[src/rtl/s2a_burst_sched.sv]
// Two-channel stream-side burst scheduler: ring line counters, ping-pong buffer addressing and a
// round-robin descriptor arbiter. Optional macro S2A_SCHED_OVF_CNT_EN builds saturating overflow counters.
module s2a_burst_sched (
  input  logic        Sclk,
  input  logic        rst,
  input  logic        sync,
  input  logic        ien0,
  input  logic        ien1,
  input  logic [31:0] base0,
  input  logic [31:0] base1,
  input  logic [17:0] size0,
  input  logic [17:0] size1,
  output logic [4:0]  iaddr0,
  output logic [4:0]  iaddr1,
  output logic [17:0] iacnt0,
  output logic [17:0] iacnt1,
  output logic [31:0] bcnt0,
  output logic [31:0] bcnt1,
  output logic        desc_valid,
  input  logic        desc_ready,
  output logic [31:0] desc_addr,
  output logic        desc_ch,
  output logic        desc_half,
  output logic [1:0]  ovf,
  output logic [15:0] ovf_cnt0,
  output logic [15:0] ovf_cnt1,
  output logic        state_dbg
);

  // Handshake: a descriptor transfers on a rising Sclk edge where desc_valid and desc_ready are both
  // high; desc_addr/desc_ch/desc_half are held while desc_valid is high, but sync may withdraw it.
  typedef enum logic {IDLE = 1'b0, OFFER = 1'b1} state_t;

  state_t            state, state_nx;
  logic              last_grant;
  logic              sel_nx;
  logic              load;

  logic [1:0]        ien_v;
  logic [1:0][31:0]  base_v;
  logic [1:0][17:0]  size_v;
  logic [1:0][21:0]  cnt;
  logic [1:0][31:0]  bcnt;
  logic [1:0]        pend;
  logic [1:0][31:0]  p_addr;
  logic [1:0]        p_half;
  logic [1:0]        done;
  logic [1:0]        accept;
  logic [1:0]        last_line;
  logic [1:0]        overflow;
  logic [1:0][31:0]  line_addr;

  assign ien_v  = {ien1, ien0};
  assign base_v = {base1, base0};
  assign size_v = {size1, size0};

  always_comb begin
    done      = '0;
    accept    = '0;
    last_line = '0;
    overflow  = '0;
    line_addr = '0;
    for (int i = 0; i < 2; i++) begin
      done[i]      = ien_v[i] && (cnt[i][3:0] == 4'hF) && !sync;
      accept[i]    = (state == OFFER) && desc_ready && (desc_ch == 1'(i)) && !sync;
      // size-1 wraps in 18 bits, so size 0 means a full 2^18-line ring
      last_line[i] = (cnt[i][21:4] == (size_v[i] - 18'd1));
      line_addr[i] = {base_v[i][31:6] + {8'd0, cnt[i][21:4]}, 6'd0};
      overflow[i]  = done[i] && pend[i] && !accept[i];
    end
  end

  always_ff @(posedge Sclk or posedge rst) begin
    if (rst) begin
      cnt    <= '0;
      bcnt   <= '0;
      pend   <= '0;
      p_addr <= '0;
      p_half <= '0;
    end else if (sync) begin
      cnt  <= '0;
      bcnt <= '0;
      pend <= '0;
    end else begin
      for (int i = 0; i < 2; i++) begin
        if (accept[i]) pend[i] <= 1'b0;
        // a completion landing on the accept cycle refills the slot instead of overflowing
        if (done[i] && (!pend[i] || accept[i])) begin
          pend[i]   <= 1'b1;
          p_addr[i] <= line_addr[i];
          p_half[i] <= cnt[i][4];
        end
        if (ien_v[i]) begin
          if (cnt[i][3:0] == 4'hF) begin
            cnt[i] <= last_line[i] ? 22'd0 : {cnt[i][21:4] + 18'd1, 4'd0};
            if (last_line[i]) bcnt[i] <= bcnt[i] + 32'd1;
          end else begin
            cnt[i] <= cnt[i] + 22'd1;
          end
        end
      end
    end
  end

  always_ff @(posedge Sclk or posedge rst) begin
    if (rst) ovf <= '0;
    else     ovf <= ovf | overflow;
  end

`ifdef S2A_SCHED_OVF_CNT_EN
  logic [1:0][15:0] ovf_cnt_q;

  always_ff @(posedge Sclk or posedge rst) begin
    if (rst) begin
      ovf_cnt_q <= '0;
    end else begin
      for (int i = 0; i < 2; i++)
        if (overflow[i] && (ovf_cnt_q[i] != 16'hFFFF)) ovf_cnt_q[i] <= ovf_cnt_q[i] + 16'd1;
    end
  end

  assign ovf_cnt0 = ovf_cnt_q[0];
  assign ovf_cnt1 = ovf_cnt_q[1];
`else
  assign ovf_cnt0 = 16'd0;
  assign ovf_cnt1 = 16'd0;
`endif

  always_comb begin
    state_nx = state;
    sel_nx   = 1'b0;
    load     = 1'b0;
    if (sync) begin
      state_nx = IDLE;
    end else begin
      case (state)
        IDLE: begin
          if (|pend) begin
            load     = 1'b1;
            state_nx = OFFER;
            sel_nx   = (pend == 2'b11) ? ~last_grant : pend[1];
          end
        end
        OFFER: begin
          if (desc_ready) state_nx = IDLE;
        end
        default: state_nx = IDLE;
      endcase
    end
  end

  always_ff @(posedge Sclk or posedge rst) begin
    if (rst) begin
      state      <= IDLE;
      last_grant <= 1'b1;
      desc_addr  <= '0;
      desc_ch    <= 1'b0;
      desc_half  <= 1'b0;
    end else begin
      state <= state_nx;
      if (sync)        last_grant <= 1'b1;
      else if (|accept) last_grant <= desc_ch;
      if (load) begin
        desc_addr <= p_addr[sel_nx];
        desc_ch   <= sel_nx;
        desc_half <= p_half[sel_nx];
      end
    end
  end

  assign desc_valid = (state == OFFER);
  assign state_dbg  = state;
  assign iaddr0     = cnt[0][4:0];
  assign iaddr1     = cnt[1][4:0];
  assign iacnt0     = cnt[0][21:4];
  assign iacnt1     = cnt[1][21:4];
  assign bcnt0      = bcnt[0];
  assign bcnt1      = bcnt[1];

endmodule

[config.mk]
export PLATFORM = sky130hd
export DESIGN_NAME = s2a_burst_sched
export DESIGN_NICKNAME = d
export VERILOG_FILES = /design/src/rtl/s2a_burst_sched.sv
export SDC_FILE = /design/constraint.sdc
export NUM_CORES = 1
export LEC_CHECK = 0
export CORE_UTILIZATION = 56
export DETAILED_ROUTE_END_ITERATION = 6
export PLACE_DENSITY = 0.95
export SYNTH_ARGS = -nofsm -noshare
export SYNTH_HDL_FRONTEND = slang
export SYNTH_SLANG_ARGS = --single-unit
[constraint.sdc]
create_clock -name Sclk -period 10.3 [get_ports Sclk]
set_input_delay 2.06 -clock Sclk [delete_from_list [all_inputs] [get_ports Sclk]]
set_output_delay 2.06 -clock Sclk [all_outputs]
set_load 0.02 [all_outputs]
==> results of run 1 <==
critical path, delay by kind of cell:
kind / cells / cell delay, ns
adder cells (fa/ha/maj): 1 / 0.21
AO/OA/AOI/OAI: 2 / 0.59
buffers and inverters: 2 / 0.56
multiplexers: 1 / 0.37
AND/OR/NAND/NOR: 5 / 2.68
stage by stage:
stage | instance area [sq um] | total power [mW]
final | 15840 | 1.613
after global routing | 15840 | 1.663
after CTS | 15840 | 1.618
after detailed placement | 15290 | 0.9820
after global placement | 15290 | 0.9767
after floorplan | 13120 | 0.9105
report_power, final:
part,switching (mW),internal [mW]
sequential,0.00581,0.776
combinational,0.111,0.0772
clock,0.320,0.324
total,0.437,1.18
flip-flops by register name (all words and copies together) (netlist names):
signal      count
desc_addr      26
bcnt0          32
pend            2
ovf             2
p_addr         52
p_half          2
last_grant      1
iacnt0         18
desc_half       1
iaddr1          4
desc_valid      1
bcnt1          32
iaddr0          4
iacnt1         18
desc_ch         1
final cells by class:
type	instances	share of cell area [%]
multi-input combinational	1179	46.90
sequential	196	30.97
timing repair buffer	243	15.20
clock buffer	18	2.772
tap	285	2.251
inverter	48	1.185
clock inverter	13	0.7266
placed cells by master, fill, tap and decap left out, drive strengths merged, types with 18 or more instances in the layout:
cell	count
a31oi	26
clkbuf	18
nor2	124
conb	38
xnor2	39
nor3	26
o211ai	26
o21ai	75
mux2i	38
o31ai	20
dfrtp	195
nand4	22
inv	55
ha	44
nand3	70
or4	49
xor2	46
clkdlybuf4s50	234
a21oi	112
nand2	158
and3	26
metal layers:
| layer | global-route usage, % | routed length, microns | vias up |
|---|---|---|---|
| li1 | - | - | 5776 |
| met1 | 38.96 | 14730 | 6006 |
| met2 | 49.55 | 17480 | 550 |
| met3 | 4.483 | 2489 | 93 |
| met4 | 11.93 | 1074 | 2 |
| met5 | 0 | 13 | - |
cell families (layout without fill, tap and decap cells):
| logic type | count (synthesis) | count (layout) | share of synthesized area [%] |
|---|---|---|---|
| simple gates | 591 | 591 | 23.42 |
| compound gates | 366 | 366 | 18.12 |
| flops | 196 | 196 | 37.79 |
| buf+inv | 163 | 322 | 6.130 |
| xor+xnor | 85 | 85 | 5.734 |
| mux | 53 | 53 | 4.231 |
| fa+ha+maj | 46 | 46 | 4.549 |
| other cells | 1 | 38 | 0.02889 |
final timing paths:
kind	endpoint	slack (ns)	depth (start not counted)
min in group asynchronous	bcnt1[8]$_DFFE_PP0P_	2.11	2
worst max-delay path	bcnt1[27]$_DFFE_PP0P_	4.15	11
worst min register to register	p_addr[9]$_DFFE_PP0P_	0.48	2
worst max register to register	bcnt0[28]$_DFFE_PP0P_	6.54	8
worst min-delay path	p_addr[9]$_DFFE_PP0P_	0.48	2
max in group asynchronous	bcnt1[17]$_DFFE_PP0P_	6.48	3
==> results by group, run 1 <==
Clock network
  • CTS tree: yes
  • Deepest clock path buffer count: 2
  • Number of buffers inserted during clock tree synthesis: 17
  • Resized cells post-CTS: 0
  • H-Tree Depth: 4
  • Number of hold-repair buffers added at the cts stage: 0
  • # Post-CTS Setup Buffers: 0
  • Skew-Pair Late Insertion Delay: around 0.44 ns
  • Clock sinks: around 200
  • Cell at the root of the clock tree: sky130_fd_sc_hd__clkbuf_16
  • Clock transition at path regs: 0.08 ns

Setup path
  • Worst setup path class: in2reg
  • Crit end category: flip-flop
  • Highest fanout seen on the critical path: 24
  • Slowest cell delay on critical path: roughly 0.87 ns
  • Launching element type of the critical path: input port
  • Required time at the endpoint of the critical path: between 10 and 15 ns
  • Cell at the slowest stage of the critical path: sky130_fd_sc_hd__nand4_1
  • Reg2Reg Launch Point: iaddr0[0]$_DFFE_PP0P_
  • Origin of the worst setup path: size1[0]
  • Chain of cells forming the critical path: clkdlybuf4s50_1 -> inv_1 -> ha_1 -> or4b_1 -> nor4_1 -> nand3_1 -> o311a_1 -> a221oi_2 -> nand4_1 -> nor3_1 -> mux2_2
  • Arrival time of data at the critical path endpoint: about 6.5 ns

Timing
  • Top achievable clock speed: 0.1625 GHz
  • Slew at the pin closest to its max-slew limit: 1.084 ns
  • Smallest hold slack: between 0.4 and 0.5 ns
  • Shortest period the worst path allows: 6.154 ns
  • Pins Over Slew Limit: 0
  • Largest clock skew in the final design: around 0.012 ns
  • Hold Vio Cnt, Final: 0
  • Final worst-path setup slack: slightly above 4 ns
  • Setup repair after global routing missed its margin: false
  • Final-report setup violation count: 0
  • Total negative slack for setup checks: 0 ns
  • Share of the clock period used by the worst path after layout: approximately three fifths
  • Relative slew slack: ~28%

Die
  • Horizontal die dimension: about 150 microns
  • Die area: 23800 sq um
  • Total number of placement rows: 55
  • Vertical die dimension: approximately 150 microns
  • Starting Density: 57.17%
  • Core ar.: between 20000 and 25000 sq um
  • I/O pin total: roughly 290

Synthesis
  • EDFF count, synth: 0
  • Share of the synthesized area in the top cell type: 37.59%
  • Top cells by instance count after synthesis: 195 x sky130_fd_sc_hd__dfrtp_1, 158 x sky130_fd_sc_hd__nand2_1, 124 x sky130_fd_sc_hd__nor2_1, 112 x sky130_fd_sc_hd__a21oi_1, 75 x sky130_fd_sc_hd__o21ai_0
  • Top flip-flop cell by instance count after synthesis: sky130_fd_sc_hd__dfrtp_1
  • Register bit count reported by yosys: about 200
  • Distinct cell type count of the synthesized netlist: between 70 and 80
  • Synth warn: 0
  • Gate count after technology mapping: approximately 1500
  • Leading cell type by number of instances after synthesis: sky130_fd_sc_hd__dfrtp_1
  • Average cell area after synthesis: 8.649 sq um
  • Largest area contributor in the netlist: sky130_fd_sc_hd__dfrtp_1
  • Proportion of register bits with asynchronous set or reset after synthesis: 100.0%
  • Post-synth design cell area: around 13000 sq um
  • Proportion of synthesized chip area in sequential cells: 37.79%
  • Cell types occupying the most area after synthesis: sky130_fd_sc_hd__dfrtp_1 38%, sky130_fd_sc_hd__nand2_1 4.6%, sky130_fd_sc_hd__a21oi_1 4.3%

Final layout
  • Flip-flop and latch area: ~4900 sq um
  • Final standard cell count with taps included and fillers excluded: about 2000
  • Signed area change from the synthesized netlist to the final layout: 22.03%
  • Share of post-route cells with drive strength above 1: around 4.9%
  • Post-route core utilization: around 70%
  • Total number of nets in the final design: roughly 1800
  • Area used by multi-input combinational logic: between 7000 and 8000 sq um
  • Antenna cell count: 0
  • FILL cells: around 1600

Drt
  • Per-cell routed wire length: between 15 and 20 microns
  • DRT iter0 DRCs: between 1000 and 1500
  • Total Routed Length: approximately 36 mm
  • First-pass iteration count of the detailed router: 7
  • Number of remaining DRC errors: 0
  • Number of nets with antenna violations after detailed routing: 0
  • Post-DR vias/cell: 6.270
  • Vias: around 12000

Place
  • HPWL after detailed placement: ~26 mm
  • Dpl cells: ~2000
  • Post-Place Worst Slack: around 3.8 ns
  • Final weighted congestion in routability-driven placement: a little over 0.9
  • Port Buffers: between 200 and 250

GRT
  • Vias in the first global route: 11600
  • GR Util All Layers: 29.71%
  • Largest net degree at the start of global routing: ~120
  • Wire length of the first global-routing pass: around 58 mm
  • Antenna violations before repair: 1
  • Total global routing overflow: 0

Min path
  • Hold wc startpoint: p_addr[9]$_DFFE_PP0P_
  • Class of the worst hold path: reg2reg

Job
  • # Max-Cap Violations: 0

Outcome
  • Result of the run: finished, final reports clean

Power and ir drop
  • Static power due to leakage: 6.802 nW
  • Peak supply drop: between 0.1 and 0.15 mV
  • Pwr per Cell Area: just over 100 nW/um^2
Power figures use the tool's default switching activity.
==> inputs of run 2 (changes only) <==
--- a/config.mk
+++ b/config.mk
@@ -5,9 +5,9 @@
 export SDC_FILE = /design/constraint.sdc
 export NUM_CORES = 1
 export LEC_CHECK = 0
-export CORE_UTILIZATION = 56
+export CORE_UTILIZATION = 52
 export DETAILED_ROUTE_END_ITERATION = 6
-export PLACE_DENSITY = 0.95
+export PLACE_DENSITY = 0.93
 export SYNTH_ARGS = -nofsm -noshare
 export SYNTH_HDL_FRONTEND = slang
 export SYNTH_SLANG_ARGS = --single-unit
==> constraint.sdc (replaced) <==
create_clock -name Sclk -period 6.4 [get_ports Sclk]
set_input_delay 1.28 -clock Sclk [delete_from_list [all_inputs] [get_ports Sclk]]
set_output_delay 1.28 -clock Sclk [all_outputs]
set_load 0.02 [all_outputs]
==> run 2 against run 1 <==
Effect of this change:
- clock-buffer cell count rose by 1
- via count shrank 0.83%
- clock power rose by 72%
- worst setup slack got worse by 3.0 ns
- first-iteration DRC count up 0.17%
- register-to-register slack worse by 3.9 ns
- largest power group unchanged
- design area grew 0.88%
- global-route usage down 1.6 points
- final cell count is 2.2% higher
==> results by group, run 2 (same netlist as run 1, synthesis figures left out) <==
Die
  • Total number of placement rows: 57 (+3.6%)
  • Vertical die dimension: 160.0 microns (+3.7%)
  • Core ar.: 24390 sq um (+7.4%)
  • Starting Density: 53.23% (-3.9 points)
  • Horizontal die dimension: 160.0 microns (+3.7%)
  • I/O pin total: 286 (unchanged)
  • Die area: 25600 sq um (+7.6%)

Final layout
  • Post-route core utilization: 65.53% (-4.2 points)
  • Leading cell types in the layout, fill and taps excluded: 234 x sky130_fd_sc_hd__clkdlybuf4s50_1, 195 x sky130_fd_sc_hd__dfrtp_1, 158 x sky130_fd_sc_hd__nand2_1
  • Final standard cell count with taps included and fillers excluded: 2026 (+2.2%)
  • Total number of nets in the final design: 1840 (+0.16%)
  • Signed area change from the synthesized netlist to the final layout: 23.11%
  • Share of post-route cells with drive strength above 1: 5.173% (+0.28 points)
  • Flip-flop count of the largest register after layout: 52 (unchanged)
  • Largest reg by FF count: p_addr
  • Cell area after layout: 15980 sq um (+0.88%)
  • Most common cell after layout, fill and taps aside: sky130_fd_sc_hd__clkdlybuf4s50_1

Timing
  • Pins Over Slew Limit: 0 (unchanged)
  • Smallest hold slack: 0.4814 ns (+0.001051 ns)
  • Total negative slack for setup checks: 0 ns (unchanged)
  • Hold Vio Cnt, Final: 0 (unchanged)
  • Relative slew slack: 24.14% (-3.6 points)
  • Shortest period the worst path allows: 5.216 ns
  • Largest clock skew in the final design: 0.01689 ns (+0.005325 ns)
  • Top achievable clock speed: approximately 0.19 GHz
  • Slew at the pin closest to its max-slew limit: 1.138 ns (+0.05430 ns)
  • Final worst-path setup slack: 1.184 ns (-2.962 ns)
  • Share of the clock period used by the worst path after layout: around four fifths
  • Final-report setup violation count: 0 (unchanged)
  • Setup repair after global routing missed its margin: false

Setup path
  • Launching element type of the critical path: input port
  • Cell at the slowest stage of the critical path: sky130_fd_sc_hd__or4_1
  • Required time at the endpoint of the critical path: 6.73 ns (-3.90 ns)
  • Cell mode on critical path: sky130_fd_sc_hd__nor4_1
  • Crit end category: flip-flop
  • Worst setup path class: in2reg
  • Highest fanout seen on the critical path: 27 (+13%)
  • Slowest cell delay on critical path: 0.94 ns (+0.07 ns)
  • Kind of cell adding the most delay to the critical path: simple AND/OR/NAND/NOR gates
  • Arrival time of data at the critical path endpoint: 5.54 ns (-0.94 ns)
  • Chain of cells forming the critical path: clkdlybuf4s50_1 -> nor4_1 -> and4_1 -> xor2_1 -> o221a_2 -> a211o_1 -> or4_1 -> nor4_1 -> mux2_2
  • WP buf/inv: 1 (-1)

Power and ir drop
  • Pwr per Cell Area: 166.9 nW/um^2 (+64%)
  • Share of total power in sequential cells: 47.2% (-1.2 points)
  • Share of total power in combinational logic: 11.3% (-0.4 points)
  • Net Sw Power: 0.7426 mW (+70%)
  • Cell Int Power: 1.924 mW (+64%)
  • Sw frac: 27.85% (+0.78 points)
  • Design Power: 2.667 mW (+65%)
  • Static power due to leakage: 6.843 nW (+0.60%)
  • Clk pwr share: 41.5% (+1.6 points)
  • Peak supply drop: 0.1735 mV (+64%)

GRT
  • Vias in the first global route: 11860 (+2.3%)
  • Largest net degree at the start of global routing: 94 (-19%)
  • Wire length of the first global-routing pass: 59.15 mm (+2.7%)
  • Total global routing overflow: 0 (unchanged)
  • GR Util All Layers: 28.11% (-1.6 points)
  • Antenna violations before repair: 1 (unchanged)

Clock network
  • # Post-CTS Setup Buffers: 0 (unchanged)
  • Skew-Pair Late Insertion Delay: 0.44 ns (about the same)
  • Clock transition at path regs: 0.08 ns (about the same)
  • Number of hold-repair buffers added at the cts stage: 0 (unchanged)
  • Deepest clock path buffer count: 2 (unchanged)
  • Cell at the root of the clock tree: sky130_fd_sc_hd__clkbuf_16
  • Clock sinks: 196 (unchanged)
  • CTS tree: yes
  • Number of buffers inserted during clock tree synthesis: 17 (unchanged)
  • H-Tree Depth: 4 (unchanged)
  • Resized cells post-CTS: 0 (unchanged)

Drt
  • Number of remaining DRC errors: 0 (unchanged)
  • DRT iter0 DRCs: 1149 (+0.17%)
  • Number of nets with antenna violations after detailed routing: 0 (unchanged)
  • First-pass iteration count of the detailed router: 6 (-1)
  • Vias: 12320 (-0.83%)
  • Post-DR vias/cell: 6.083 (-3.0%)
  • Total Routed Length: 35.92 mm (+0.38%)
  • Per-cell routed wire length: 17.73 microns (-1.8%)

Place
  • Dpl cells: 1993 (+2.2%)
  • HPWL after detailed placement: 26.05 mm (+1.4%)
  • Post-place instance area: 15370 sq um (+0.56%)
  • Port Buffers: 235 (unchanged)
  • Final weighted congestion in routability-driven placement: 0.9214 (+1.0%)
  • Post-Place Worst Slack: 0.8167 ns (-2.956 ns)

Min path
  • Class of the worst hold path: reg2reg

Outcome
  • Result of the run: finished, final reports clean

Job
  • # Max-Cap Violations: 0 (unchanged)
run 2: worst paths after layout:
path | to | from | slack, ns | depth (start not counted)
worst max register to register | bcnt0[22]$_DFFE_PP0P_ | iaddr0[1]$_DFFE_PP0P_ | 2.68 | 8
max in group asynchronous | bcnt1[30]$_DFFE_PP0P_ | rst | 3.73 | 3
worst min-delay path | ovf[1]$_DFF_PP0_ | ovf[1]$_DFF_PP0_ | 0.48 | 1
min in group asynchronous | p_addr[57]$_DFFE_PP0P_ | rst | 1.28 | 2
worst min register to register | ovf[1]$_DFF_PP0_ | ovf[1]$_DFF_PP0_ | 0.48 | 1
worst max-delay path | bcnt0[22]$_DFFE_PP0P_ | size0[2] | 1.18 | 9
run 2: layer usage:
metal	vias up	track usage, %	part of all wire (%)
li1	5778	-	-
met1	5923	37.24	42
met2	534	46.15	49
met3	89	4.649	6.5
met4	0	10.74	3.0
met5	-	0	0
run 2: power groups by stage:
| stage | clock (mW) | sequential [mW] | combinational (mW) |
|---|---|---|---|
| 2_1_floorplan | 0 | 1.29 | 0.171 |
| 3_3_place_gp | 0 | 1.28 | 0.293 |
| 3_5_place_dp | 0 | 1.28 | 0.299 |
| 4_1_cts | 1.12 | 1.26 | 0.302 |
| 5_1_grt | 1.17 | 1.26 | 0.330 |
| 6_report | 1.11 | 1.26 | 0.303 |
run 2: worst register-to-register path: stages (launching register included):
cell and delay (ns):
sky130_fd_sc_hd__dfrtp_1 0.43, sky130_fd_sc_hd__ha_1 0.22, sky130_fd_sc_hd__and3_1 0.43, sky130_fd_sc_hd__nand4_1 0.17, sky130_fd_sc_hd__a2111oi_2 0.36, sky130_fd_sc_hd__nand4_1 0.25
sky130_fd_sc_hd__or4_1 0.94, sky130_fd_sc_hd__nor4_1 0.44, sky130_fd_sc_hd__mux2_2 0.38
run 2: area by class of cell:
class                      count  area (sq um)
multi-input combinational   1179          7436
fill                        1953          8408
antenna                        1         2.502
sequential                   196          4906
tap                          324         405.4
clock inverter                13         153.9
clock buffer                  19         452.9
timing repair buffer         246          2442
inverter                      48         183.9
